`src/rtl/pipe_buffer_ifid.sv`:
```
// IF/ID pipeline buffer: registered main stage plus one skid entry, valid/ready on both sides, flush-to-NOP.
// Optional stall/flush perf counters are built only when IFID_PERF_CNT_EN is defined.
module pipe_buffer_ifid #(
  parameter int                 INSTR_W   = 16,
  parameter int                 CTRL_W    = 1,
  parameter int                 PC_W      = 16,
  parameter logic [INSTR_W-1:0] NOP_INSTR = '0,
  parameter int                 CNT_W     = 16
) (
  input  logic               clk_i,
  input  logic               rst_i,
  input  logic [INSTR_W-1:0] in_instr_i,
  input  logic [CTRL_W-1:0]  in_ctrl_i,
  input  logic [PC_W-1:0]    in_pc_i,
  input  logic               in_valid_i,
  output logic               in_ready_o,
  input  logic               flush_i,
  output logic [INSTR_W-1:0] out_instr_o,
  output logic [CTRL_W-1:0]  out_ctrl_o,
  output logic [PC_W-1:0]    out_pc_o,
  output logic               out_valid_o,
  input  logic               out_ready_i,
  output logic [CNT_W-1:0]   stall_count_o,
  output logic [CNT_W-1:0]   flush_count_o
);

  localparam int E_W = INSTR_W + CTRL_W + PC_W;
  localparam logic [E_W-1:0] NOP_ENTRY = {NOP_INSTR, {CTRL_W{1'b0}}, {PC_W{1'b0}}};

  typedef enum logic [1:0] {EMPTY, ONE, FULL} state_t;

  state_t         state_q, state_d;
  logic [E_W-1:0] main_q, main_d;
  logic [E_W-1:0] skid_q, skid_d;
  logic [E_W-1:0] in_entry;
  logic           push, pop;

  assign in_entry    = {in_instr_i, in_ctrl_i, in_pc_i};
  assign out_valid_o = (state_q != EMPTY);
  assign in_ready_o  = (state_q != FULL);
  assign push        = in_valid_i & in_ready_o;
  assign pop         = out_valid_o & out_ready_i;

  assign {out_instr_o, out_ctrl_o, out_pc_o} = main_q;

  always_comb begin
    state_d = state_q;
    main_d  = main_q;
    skid_d  = skid_q;
    if (flush_i) begin
      // Flush wins over everything: held and incoming entries are dropped.
      state_d = EMPTY;
      main_d  = NOP_ENTRY;
      skid_d  = '0;
    end else begin
      unique case (state_q)
        EMPTY: begin
          if (push) begin
            state_d = ONE;
            main_d  = in_entry;
          end
        end
        ONE: begin
          if (push && pop) begin
            main_d = in_entry;
          end else if (push) begin
            state_d = FULL;
            skid_d  = in_entry;
          end else if (pop) begin
            state_d = EMPTY;
            main_d  = NOP_ENTRY;
          end
        end
        FULL: begin
          if (pop) begin
            state_d = ONE;
            main_d  = skid_q;
          end
        end
        default: begin
          state_d = EMPTY;
          main_d  = NOP_ENTRY;
          skid_d  = '0;
        end
      endcase
    end
  end

  always_ff @(posedge clk_i or posedge rst_i) begin
    if (rst_i) begin
      state_q <= EMPTY;
      main_q  <= NOP_ENTRY;
      skid_q  <= '0;
    end else begin
      state_q <= state_d;
      main_q  <= main_d;
      skid_q  <= skid_d;
    end
  end

`ifdef IFID_PERF_CNT_EN
  logic [CNT_W-1:0] stall_cnt_q, stall_cnt_d;
  logic [CNT_W-1:0] flush_cnt_q, flush_cnt_d;

  // Saturating counters; only reset clears them.
  always_comb begin
    stall_cnt_d = stall_cnt_q;
    flush_cnt_d = flush_cnt_q;
    if (out_valid_o && !out_ready_i && (stall_cnt_q != {CNT_W{1'b1}}))
      stall_cnt_d = stall_cnt_q + CNT_W'(1);
    if (flush_i && (flush_cnt_q != {CNT_W{1'b1}}))
      flush_cnt_d = flush_cnt_q + CNT_W'(1);
  end

  always_ff @(posedge clk_i or posedge rst_i) begin
    if (rst_i) begin
      stall_cnt_q <= '0;
      flush_cnt_q <= '0;
    end else begin
      stall_cnt_q <= stall_cnt_d;
      flush_cnt_q <= flush_cnt_d;
    end
  end

  assign stall_count_o = stall_cnt_q;
  assign flush_count_o = flush_cnt_q;
`else
  assign stall_count_o = '0;
  assign flush_count_o = '0;
`endif

endmodule

```
`config.mk`:
```
export PLATFORM = sky130hd
export DESIGN_NAME = pipe_buffer_ifid
export DESIGN_NICKNAME = d
export VERILOG_FILES = /design/src/rtl/pipe_buffer_ifid.sv
export SDC_FILE = /design/constraint.sdc
export NUM_CORES = 1
export LEC_CHECK = 0
export CORE_MARGIN = 4
export CORE_UTILIZATION = 49
export CTS_BUF_LIST = sky130_fd_sc_hd__clkbuf_4 sky130_fd_sc_hd__clkbuf_8 sky130_fd_sc_hd__clkbuf_16
export DETAILED_ROUTE_END_ITERATION = 7
export PLACE_DENSITY = 0.81
export SLEW_MARGIN = 10
export SYNTH_ARGS = -nofsm -noshare
export SYNTH_HDL_FRONTEND = slang
export SYNTH_SLANG_ARGS = --single-unit
```
`constraint.sdc`:
```
create_clock -name clk_i -period 2.6 [get_ports clk_i]
set_input_delay 0.39 -clock clk_i [delete_from_list [all_inputs] [get_ports clk_i]]
set_output_delay 0.39 -clock clk_i [all_outputs]
set_load 0.05 [all_outputs]
```
Yosys cells after proc, flatten, opt, wreduce, memory -nomap -nowiden
Cells that the tools add are included.
{"block": "op_classes", "reduce_logical": 7, "n_bitwise": 2, "n_mux": 17, "eq_ne": 11}
{"cell": "$mux W33", "count": 8}
{"cell": "$pmux W33 S3", "count": 1}
{"cell": "$pmux W33 S2", "count": 1}
{"cell": "$mux W2", "count": 6}
{"cell": "$ne A3 B3 Y1 const B", "count": 4}
{"cell": "$ne A4 B4 Y1 const B", "count": 3}
{"cell": "$reduce_and A4 Y1", "count": 2}
{"cell": "$pmux W2 S3", "count": 1}
{"cell": "$reduce_and A3 Y1", "count": 1}
{"cell": "$and A1 B1 Y1", "count": 2}
{"cell": "$eq A2 B1 Y1 const B", "count": 1}
{"cell": "$eq A2 B2 Y1 const B", "count": 1}
{"cell": "$logic_not A2 Y1", "count": 1}
{"cell": "$ne A2 B1 Y1 const B", "count": 1}
{"cell": "$ne A2 B2 Y1 const B", "count": 1}
{"cell": "$reduce_bool A2 Y1", "count": 1}
{"cell": "$reduce_or A2 Y1", "count": 1}
{"cell": "$logic_and A1 B1 Y1", "count": 1}
{"block": "totals", "inputBits": 38, "out_inout_bits": 67, "register_bits": 68}

Logic depth before layout (Yosys ltp)
Gate-level depths: netlist (run 1).
{"block": "depth", "word_depth": 7, "mapped_depth": 7}

Worst setup path after synthesis (run 1)
Ideal clock, no wire load.
{"block": "synth_timing", "path_kind": "flip-flop to output port", "start": "reg state_q[1]", "end": "out out_valid_o", "slack_ps": 1077, "t_arrival_ps": 1133, "stages_incl_launch_ff": 5, "required_ps": 2210, "path_cell_list": "dfrtp_1 -> buf_6 -> buf_8 -> buf_6 -> or2_1"}
{"block": "synth_between", "elab_chain_cells": 1}
{"item": "start: declaration", "line_no": "32", "rtl": "state_t state_q, state_d;"}
{"item": "start signal: assignment", "line_no": "95", "rtl": "state_q <= state_d;"}
{"item": "$reduce_bool A2 Y1", "line_no": "39", "rtl": "assign out_valid_o = (state_q != EMPTY);"}
{"item": "end: declaration", "line_no": "21", "rtl": "output logic out_valid_o,"}
No other way between the ends.

Final worst setup path (run 1)
{"block": "layout_timing", "start": "reg state_q[0]", "end": "out in_ready_o"}
{"block": "layout_between", "elab_chain_cells": 1}
{"item": "$ne A2 B2 Y1", "line_no": "40", "rtl": "assign in_ready_o = (state_q != FULL);"}
{"item": "end: declaration", "line_no": "16", "rtl": "output logic in_ready_o,"}
No other way between the ends.

==> results of run 1 <==
area by class of cell:
type	count	area [sq um]	share of cell area
Clock inverter	5	83.8	0.0176
Tap cell	102	128	0.0268
Multi-Input combinational cell	247	1730	0.364
Clock buffer	11	151	0.0318
Inverter	34	128	0.0268
Timing Repair Buffer	80	831	0.175
Sequential cell	68	1700	0.358
layer usage:
metal / global-route usage / wire length, um / part of all wire
met1: 0.228 / 3530 / 0.43
met2: 0.288 / 4070 / 0.49
met3: 0.0366 / 497 / 0.060
met4: 0.0777 / 167 / 0.020
met5: 0 / 0 / 0
cells by family after synthesis:
group | share of synthesized area
DFF | 0.434
muxes | 0.191
AOI/OAI and AO/OA | 0.129
and+or+nand+nor | 0.0877
buffers and inverters | 0.158
other | 0.000956
metrics by stage:
stage | std cells | setup WS [ns] | total power, mW | area [sq um] | hold slack [ns]
after floorplan | 409 | 0.498 | 1.94 | 4040 | 0.462
after global placement | 531 | 0.630 | 2.18 | 4520 | 0.502
after detailed placement | 531 | 0.600 | 2.20 | 4520 | 0.510
after CTS | 547 | 0.374 | 3.20 | 4760 | 0.494
after global routing | 547 | 0.333 | 3.31 | 4760 | 0.541
final | 547 | 0.395 | 3.17 | 4760 | 0.475
path summary, 6_finish.rpt:
path                               to  slack [ns]  depth (start not counted)        from
setup reg to reg           main_q[15]        0.70                          6  state_q[1]
hold / removal              skid_q[5]        0.48                          2       rst_i
setup / recovery           in_ready_o        0.40                          2  state_q[0]
hold reg to reg             skid_q[5]        0.52                          2   skid_q[5]
max in group asynchronous  skid_q[10]        1.48                          3       rst_i
min in group clk_i          skid_q[5]        0.52                          2   skid_q[5]
cells in the final DEF, fill, tap and decap left out, types with 2 or more instances in the layout:
cell / count
a21oi_1: 27
a21oi_2: 7
a22oi_1: 27
a22oi_2: 6
buf_12: 4
buf_4: 4
bufinv_16: 2
clkbuf_8: 11
clkdlybuf4s50_1: 72
clkinvlp_4: 2
conb_1: 32
dfrtp_1: 67
inv_1: 33
mux2_1: 23
mux2_4: 10
mux2i_1: 34
nand2_1: 33
nor2_1: 34
state kept, by name, summed over array words and instances (netlist names):
name / flops
skid_q: 33
main_q: 33
state_q: 2
critical path, delay by kind of cell (launching register included):
| family | cells | cell delay (ns) |
|---|---|---|
| buf+inv | 1 | 0.80 |
| flops | 1 | 0.51 |
| simple gates | 1 | 0.17 |
power groups by stage:
stage          logic (mW)  clock network, mW  registers, mW
4_1_cts             0.956               1.02           1.22
5_1_grt              1.01               1.07           1.24
3_5_place_dp        0.954                  0           1.24
3_3_place_gp        0.938                  0           1.24
6_report            0.950              0.999           1.22
2_1_floorplan       0.447                  0           1.50
==> results by group, run 1 <==
Run status
  • Status: finished clean

STA
  • TNS Setup: 0 ns
  • Final period utilization: 0.848
  • Slew headroom: 0.536
  • Min Tclk post-route: between 2 and 2.5 ns
  • Max Slew Vio Count: 0
  • Final setup fails: 0
  • Worst slew pin tran: 0.695 ns
  • RSZ-0062 raised after global routing: false
  • Max Fclk: ~450 MHz
  • Layout Skew: 0.00817 ns
  • Final hold vios: 0

Synth
  • Cell area after synthesis: between 3000 and 4000 sq um
  • Most used DFF post-synth: dfrtp_1
  • YS warnings: 0
  • Synth top area cells: dfrtp_1 (43%), mux2i_1 (8.7%), buf_4 (7.1%), mux2_1 (6.6%), a22oi_1 (5.2%)
  • Top-area cell type share of the netlist area: 0.434
  • Top post-synthesis cells by count: dfrtp_1 (68), buf_4 (37), inv_1 (34), mux2i_1 (34), nor2_1 (34)
  • Post-synth EDFFs: 0
  • Most common cell in the netlist: dfrtp_1
  • Ys async rst share: 1.00
  • Synth unique cells: 28
  • Avg Inst Size Synth: a little over 10 sq um
  • Synth Instances: ~380
  • Largest area contributor in the netlist: dfrtp_1
  • Sequential area share after synthesis: 0.434
  • Yosys reg bits: 68

Critical path
  • Worst-path fanout max: 9
  • Slowest stage delay, CP: 0.80 ns
  • Data required time of the worst path: 2.21 ns
  • CP endpoint kind: output pin
  • Crit-path slowest cell: clkdlybuf4s50_1
  • Startpoint types: flip-flop
  • Crit path DAT: 1.81 ns
  • Crit Path Category: reg2out
  • CP Cell Sequence: nand2b_1, clkdlybuf4s50_1

Pwr
  • Peak supply drop: roughly 0.33 mV
  • Clock network power share: 0.315
  • Psw: 1.10 mW
  • Seq pwr share: 0.386
  • Sw Share: 0.345
  • Leakage power: 2.12 nW
  • Power Density: 667 nW/um^2
  • Total internal power: ~2.1 mW
  • Gate power share: 0.299

Worst hold path
  • Worst min-delay path class: in2async

CTS
  • Root Buffer: clkbuf_8
  • CTS Buf Count: 9
  • CTS tree: built
  • Clock transition at path regs: 0.07 ns
  • Max clock buf depth: 2
  • Post-CTS Setup Bufs: 0
  • H-tree lvl count: 3
  • Clk sinks: 68
  • Clk_lat worst skew: 0.34 ns
  • CTS resizes: 0
  • Hold buffers post-CTS: 0

Detailed routing
  • Vias/cell: roughly 5.2
  • DRT iter0 DRCs: 116
  • First drt pass iteration count: 4
  • Drt total wl: 8260 um
  • DRC Markers: 0
  • Vias: 2849
  • DR WL/cell: about 15 um
  • Post-route ant nets: 0

Floorplan
  • Die Y: 97.5 um
  • Initial core utilization: 0.505
  • Rows: 32
  • CORE AREA: 7770 sq um
  • Die width: 97.5 um
  • Full die area: about 9500 sq um
  • Boundary pin count: around 110

Finish
  • Final Net Count: 478
  • Antenna Cells: 0
  • FILL cells: ~650
  • Final core area utilization: 0.612
  • Area Growth Syn to Fin: 21.3%
  • Share of cells above drive strength 1: 0.121

Global route
  • GRT Util Overall: 0.177
  • Vias in the first global route: ~2.9k
  • Global-route wire length before repair: around 14000 um
  • Largest net degree at the start of global routing: 45
  • Initial antenna violation count: 0
  • GRT Residual Overflow: 0

Placement
  • DP Wirelength: 5520 um
  • Number of buffers added on ports: 72
  • Placer Congestion: 0.734

Run
  • Max-cap violations: 0
(Power assumes the default switching activity.)
==> inputs of run 2 (changes only) <==
--- a/config.mk
+++ b/config.mk
@@ -6,10 +6,10 @@
 export NUM_CORES = 1
 export LEC_CHECK = 0
 export CORE_MARGIN = 4
-export CORE_UTILIZATION = 49
+export CORE_UTILIZATION = 44
 export CTS_BUF_LIST = sky130_fd_sc_hd__clkbuf_4 sky130_fd_sc_hd__clkbuf_8 sky130_fd_sc_hd__clkbuf_16
 export DETAILED_ROUTE_END_ITERATION = 7
-export PLACE_DENSITY = 0.81
+export PLACE_DENSITY = 0.77
 export SLEW_MARGIN = 10
 export SYNTH_ARGS = -nofsm -noshare
 export SYNTH_HDL_FRONTEND = slang
==> constraint.sdc (replaced) <==
create_clock -name clk_i -period 1.9 [get_ports clk_i]
set_input_delay 0.285 -clock clk_i [delete_from_list [all_inputs] [get_ports clk_i]]
set_output_delay 0.285 -clock clk_i [all_outputs]
set_load 0.05 [all_outputs]
==> run 2 against run 1 <==
Worst hold slack got worse by 0.086 ns. Final area increased by 1.8%. Count of clock-buffer cells in the layout unchanged. Largest cell class unchanged.
==> results by group, run 2 (synthesis gave the netlist of run 1 again) <==
Run status
  • Status: finished clean

Critical path
  • CP endpoint kind: output pin
  • Crit Path Category: reg2out
  • CP Cell Sequence: clkdlybuf4s50_1
  • Crit path DAT: between 1.5 and 2 ns
  • Crit-path slowest cell: clkdlybuf4s50_1
  • Slowest stage delay, CP: 0.82 ns
  • Data required time of the worst path: 1.62 ns
  • CP delay by family, top: buffers and inverters
  • Startpoint types: flip-flop
  • Buf/Inv on CP: 1
  • Worst-path fanout max: 2

CTS
  • Post-CTS Setup Bufs: 0
  • Hold buffers post-CTS: 0
  • Clock transition at path regs: 0.07 ns
  • CTS Buf Count: 9
  • Max clock buf depth: 2
  • Clk sinks: 68
  • Root Buffer: clkbuf_8
  • CTS tree: built
  • H-tree lvl count: 3
  • Clk_lat worst skew: approximately 0.33 ns
  • CTS resizes: 0

Placement
  • DP Wirelength: 5660 um
  • Pre-CTS worst setup slack: -0.00203 ns
  • Placer Congestion: 0.727
  • Number of buffers added on ports: 72

Finish
  • Area Growth Syn to Fin: 23.5%
  • Commonest non-fill, non-tap cell in the layout: clkdlybuf4s50_1
  • Share of cells above drive strength 1: 0.143
  • Top flop regs: main_q: 33 flops, skid_q: 33 flops, state_q: 2 flops
  • Final Net Count: 486
  • Commonest non-fill, non-tap cells in the layout: clkdlybuf4s50_1 (69), dfrtp_1 (67), mux2i_1 (34), nor2_1 (34)
  • Antenna Cells: 0
  • FILL cells: between 700 and 800

STA
  • Final period utilization: 0.957
  • Max Slew Vio Count: 0
  • Worst slew pin tran: 0.504 ns
  • Post-route worst setup slack: 0.0824 ns
  • Final hold vios: 0
  • Max Fclk: 550 MHz
  • RSZ-0062 raised after global routing: false
  • Layout Skew: 0.00720 ns
  • Final setup fails: 0
  • Slew headroom: 0.663
  • Min Tclk post-route: between 1.5 and 2 ns

Floorplan
  • Full die area: around 10000 sq um
  • Die Y: 102 um
  • Boundary pin count: 105
  • Initial core utilization: 0.452
  • Rows: 34
  • Die width: 102 um
  • CORE AREA: 8680 sq um

Global route
  • Initial antenna violation count: 0
  • GRT Residual Overflow: 0
  • GRT Util Overall: 0.164
  • Vias in the first global route: 2781
  • Largest net degree at the start of global routing: 69
  • Global-route wire length before repair: between 10000 and 15000 um

Pwr
  • Total chip power: 4.38 mW
  • Peak supply drop: 0.324 mV
  • Power Density: 904 nW/um^2
  • Leakage power: 2.18 nW

Detailed routing
  • DR WL/cell: ~15 um
  • Vias/cell: 4.92
  • Drt total wl: approximately 8300 um
  • DRC Markers: 0
  • DRT iter0 DRCs: about 130
  • Vias: 2759
  • First drt pass iteration count: 4
  • Post-route ant nets: 0

Worst hold path
  • Worst min-delay path class: in2async

Run
  • Max-cap violations: 0
run 2: changes by cell type in the layout (fill, tap and decap cells not counted), sizes merged:
cell,delta
clkinv,+1
clkinvlp,-1
clkdlybuf4s50,-3
buf,+11
run 2: layer usage:
layer	global-route usage	part of all wire
met5	0	0
met4	0.0454	0.0068
met3	0.0423	0.058
met2	0.267	0.49
met1	0.217	0.45
run 2: power by group:
part           switching (mW)  internal (mW)  leakage, nW
registers              0.0863           1.59        0.887
logic                   0.861          0.458         1.17
clock network           0.571          0.816        0.120
run 2: area by class of cell:
| type | count | area [sq um] | area share |
|---|---|---|---|
| clock buffers | 11 | 151 | 0.0312 |
| clock inverters | 5 | 82.6 | 0.0170 |
| inverters | 34 | 131 | 0.0271 |
| multi-input cells | 247 | 1730 | 0.358 |
| flip-flops and latches | 68 | 1700 | 0.351 |
| well taps | 108 | 135 | 0.0279 |
| repair buffers | 88 | 908 | 0.187 |
run 2: worst paths after layout:
check                          endpoint  cells after the start  slack [ns]  startpoint
setup / recovery           out_pc_o[10]                      1        0.08  main_q[10]
hold / removal               main_q[30]                      3        0.39       rst_i
setup reg to reg              main_q[9]                      5        0.35  state_q[0]
hold reg to reg              skid_q[30]                      2        0.52  skid_q[30]
max in group asynchronous    skid_q[19]                      3        1.20       rst_i
min in group clk_i           skid_q[30]                      2        0.52  skid_q[30]
run 2: metrics by stage:
stage	utilization	cell area [sq um]	cells	hold WS (ns)	TNS (ns)
2_1_floorplan	-	4040	409	0.357	0
3_3_place_gp	0.531	4610	545	0.502	0
3_5_place_dp	0.531	4610	545	0.504	-0.00203
4_1_cts	0.558	4840	561	0.406	0
5_1_grt	0.558	4840	561	0.419	0
6_report	0.558	4840	561	0.390	0
==> inputs of run 3 (changes only) <==
--- a/config.mk
+++ b/config.mk
@@ -6,10 +6,11 @@
 export NUM_CORES = 1
 export LEC_CHECK = 0
 export CORE_MARGIN = 4
-export CORE_UTILIZATION = 44
+export CORE_UTILIZATION = 40
 export CTS_BUF_LIST = sky130_fd_sc_hd__clkbuf_4 sky130_fd_sc_hd__clkbuf_8 sky130_fd_sc_hd__clkbuf_16
 export DETAILED_ROUTE_END_ITERATION = 7
-export PLACE_DENSITY = 0.77
+export PLACE_DENSITY = 0.71
+export SETUP_SLACK_MARGIN = 0.05
 export SLEW_MARGIN = 10
 export SYNTH_ARGS = -nofsm -noshare
 export SYNTH_HDL_FRONTEND = slang
==> run 3 against run 2 <==
Sequential cell count did not move. Power fell by 0.85%. Non-clock buffer count did not move. Wire length fell by 0.48%.
==> results by group, run 3 (synthesis gave the netlist of run 1 again) <==
Run status
  • Status: finished clean

Global route
  • GRT Residual Overflow: 0
  • Largest net degree at the start of global routing: 35
  • Vias in the first global route: 2817
  • Initial antenna violation count: 0
  • GRT Util Overall: 0.152
  • Global-route wire length before repair: 14000 um

STA
  • Min Tclk post-route: 1.82 ns
  • Max Slew Vio Count: 0
  • Final period utilization: 0.956
  • Final setup fails: 0
  • Layout Skew: 0.00788 ns
  • Final hold vios: 0
  • RSZ-0062 raised after global routing: false
  • Worst slew pin tran: roughly 0.53 ns
  • Slew headroom: 0.647
  • TNS Setup: 0 ns
  • Max Fclk: 550 MHz

Finish
  • Commonest non-fill, non-tap cells in the layout: dfrtp_1 (67), clkdlybuf4s50_1 (58), mux2i_1 (34), nor2_1 (34)
  • Antenna Cells: 0
  • Area Growth Syn to Fin: 25.1%
  • Share of cells above drive strength 1: 0.146
  • Commonest non-fill, non-tap cell in the layout: dfrtp_1
  • Final Net Count: 486
  • Top flop regs: main_q: 33 flops, skid_q: 33 flops, state_q: 2 flops
  • Post-route cell area: 4910 sq um

Critical path
  • Buf/Inv on CP: 1
  • Startpoint types: flip-flop
  • CP Cell Sequence: clkdlybuf4s50_1
  • Worst-path fanout max: 2
  • Slowest stage delay, CP: about 0.81 ns
  • Crit path DAT: 1.53 ns
  • CP delay by family, top: buffers and inverters
  • Data required time of the worst path: 1.62 ns
  • Crit-path slowest cell: clkdlybuf4s50_1
  • Crit Path Category: reg2out
  • Setup slack, reg-to-reg: ~0.32 ns
  • CP endpoint kind: output pin

CTS
  • Clk_lat worst skew: 0.34 ns
  • Clk sinks: 68
  • Clock transition at path regs: 0.08 ns
  • CTS Buf Count: 9
  • CTS tree: built
  • H-tree lvl count: 3
  • Max clock buf depth: 2
  • Root Buffer: clkbuf_8

Detailed routing
  • Vias: 2762
  • Drt total wl: 8300 um
  • DR WL/cell: 14.3 um
  • DRC Markers: 0
  • DRT iter0 DRCs: 62
  • Post-route ant nets: 0
  • First drt pass iteration count: 4
  • Vias/cell: around 4.7

Placement
  • DP Wirelength: about 5600 um
  • Placer Congestion: 0.707
  • Number of buffers added on ports: 72
  • Area after DPL: roughly 4700 sq um

Floorplan
  • Initial core utilization: 0.418
  • CORE AREA: between 9000 and 10000 sq um
  • Rows: 35
  • Boundary pin count: around 110
  • Full die area: 11500 sq um
  • Die width: roughly 110 um
  • Die Y: 107 um

Pwr
  • Peak supply drop: approximately 0.41 mV
  • Power Density: between 800 and 900 nW/um^2
  • Leakage power: 2.29 nW

Run
  • Max-cap violations: 0

Worst hold path
  • Worst min-delay path class: in2async
==> run 3: cell types whose count changed in the layout (fill, tap and decap cells not counted) <==
cell / change
dlymetal6s2s_1: +10
clkbuf_8: -2
inv_6: +1
clkdlybuf4s50_1: -11
buf_12: +2
buf_4: -1
clkinvlp_4: +1
==> run 3: report_power, final <==
part           switching, mW  internal, mW
Clock                  0.608         0.748
Sequential            0.0813          1.59
Combinational          0.860         0.458
==> run 3: repair_timing <==
action | in CTS | in global routing
endpoints found under the setup margin | 0 | 10
hold buffers | 0 | 0
buffers inserted | 0 | 0
resized for setup | 0 | 10
==> run 3: worst reg2reg max path: cells and delay by family (launching register included) <==
kind	cells	cell delay, ns
DFF	1	0.48
and+or+nand+nor	1	0.15
buffers and inverters	1	0.25
muxes	1	0.40
AOI/OAI and AO/OA	2	0.16
==> run 3: final timing paths <==
path                            cells after the start       start              to
worst max-delay path                                1  main_q[17]  out_instr_o[0]
worst min-delay path                                2       rst_i      state_q[0]
worst max register to register                      5  state_q[1]      main_q[26]
worst min register to register                      2  skid_q[32]      skid_q[32]
max in group asynchronous                           3       rst_i       main_q[8]
min in group clk_i                                  2  skid_q[32]      skid_q[32]
==> run 3: metal layers <==
metal,track usage,wire [um],vias up
met5,0,0,-
met4,0.0447,114,0
met3,0.0391,436,13
met2,0.259,4130,72
met1,0.188,3620,1335
li1,-,-,1342
==> run 3: stage by stage <==
step	utilization	power (mW)	std cells	setup WS (ns)	hold WS, ns
2_1_floorplan	-	2.66	409	0.479	0.357
6_report	0.524	4.34	582	0.0832	0.243
3_5_place_dp	0.497	3.03	566	0.00556	0.510
5_1_grt	0.524	4.55	582	0.0504	0.253
4_1_cts	0.521	4.40	582	0.0512	0.237
3_3_place_gp	0.497	3.01	566	0.0779	0.503
==> run 3: final cells by class <==
cell class                      instances  area [sq um]
Timing Repair Buffer                   88           956
Clock buffer                            9           124
Tap cell                              129           161
Multi-Input combinational cell        247          1730
Clock inverter                          7          98.8
Fill cell                             818          4460
Inverter                               34           131
Sequential cell                        68          1700
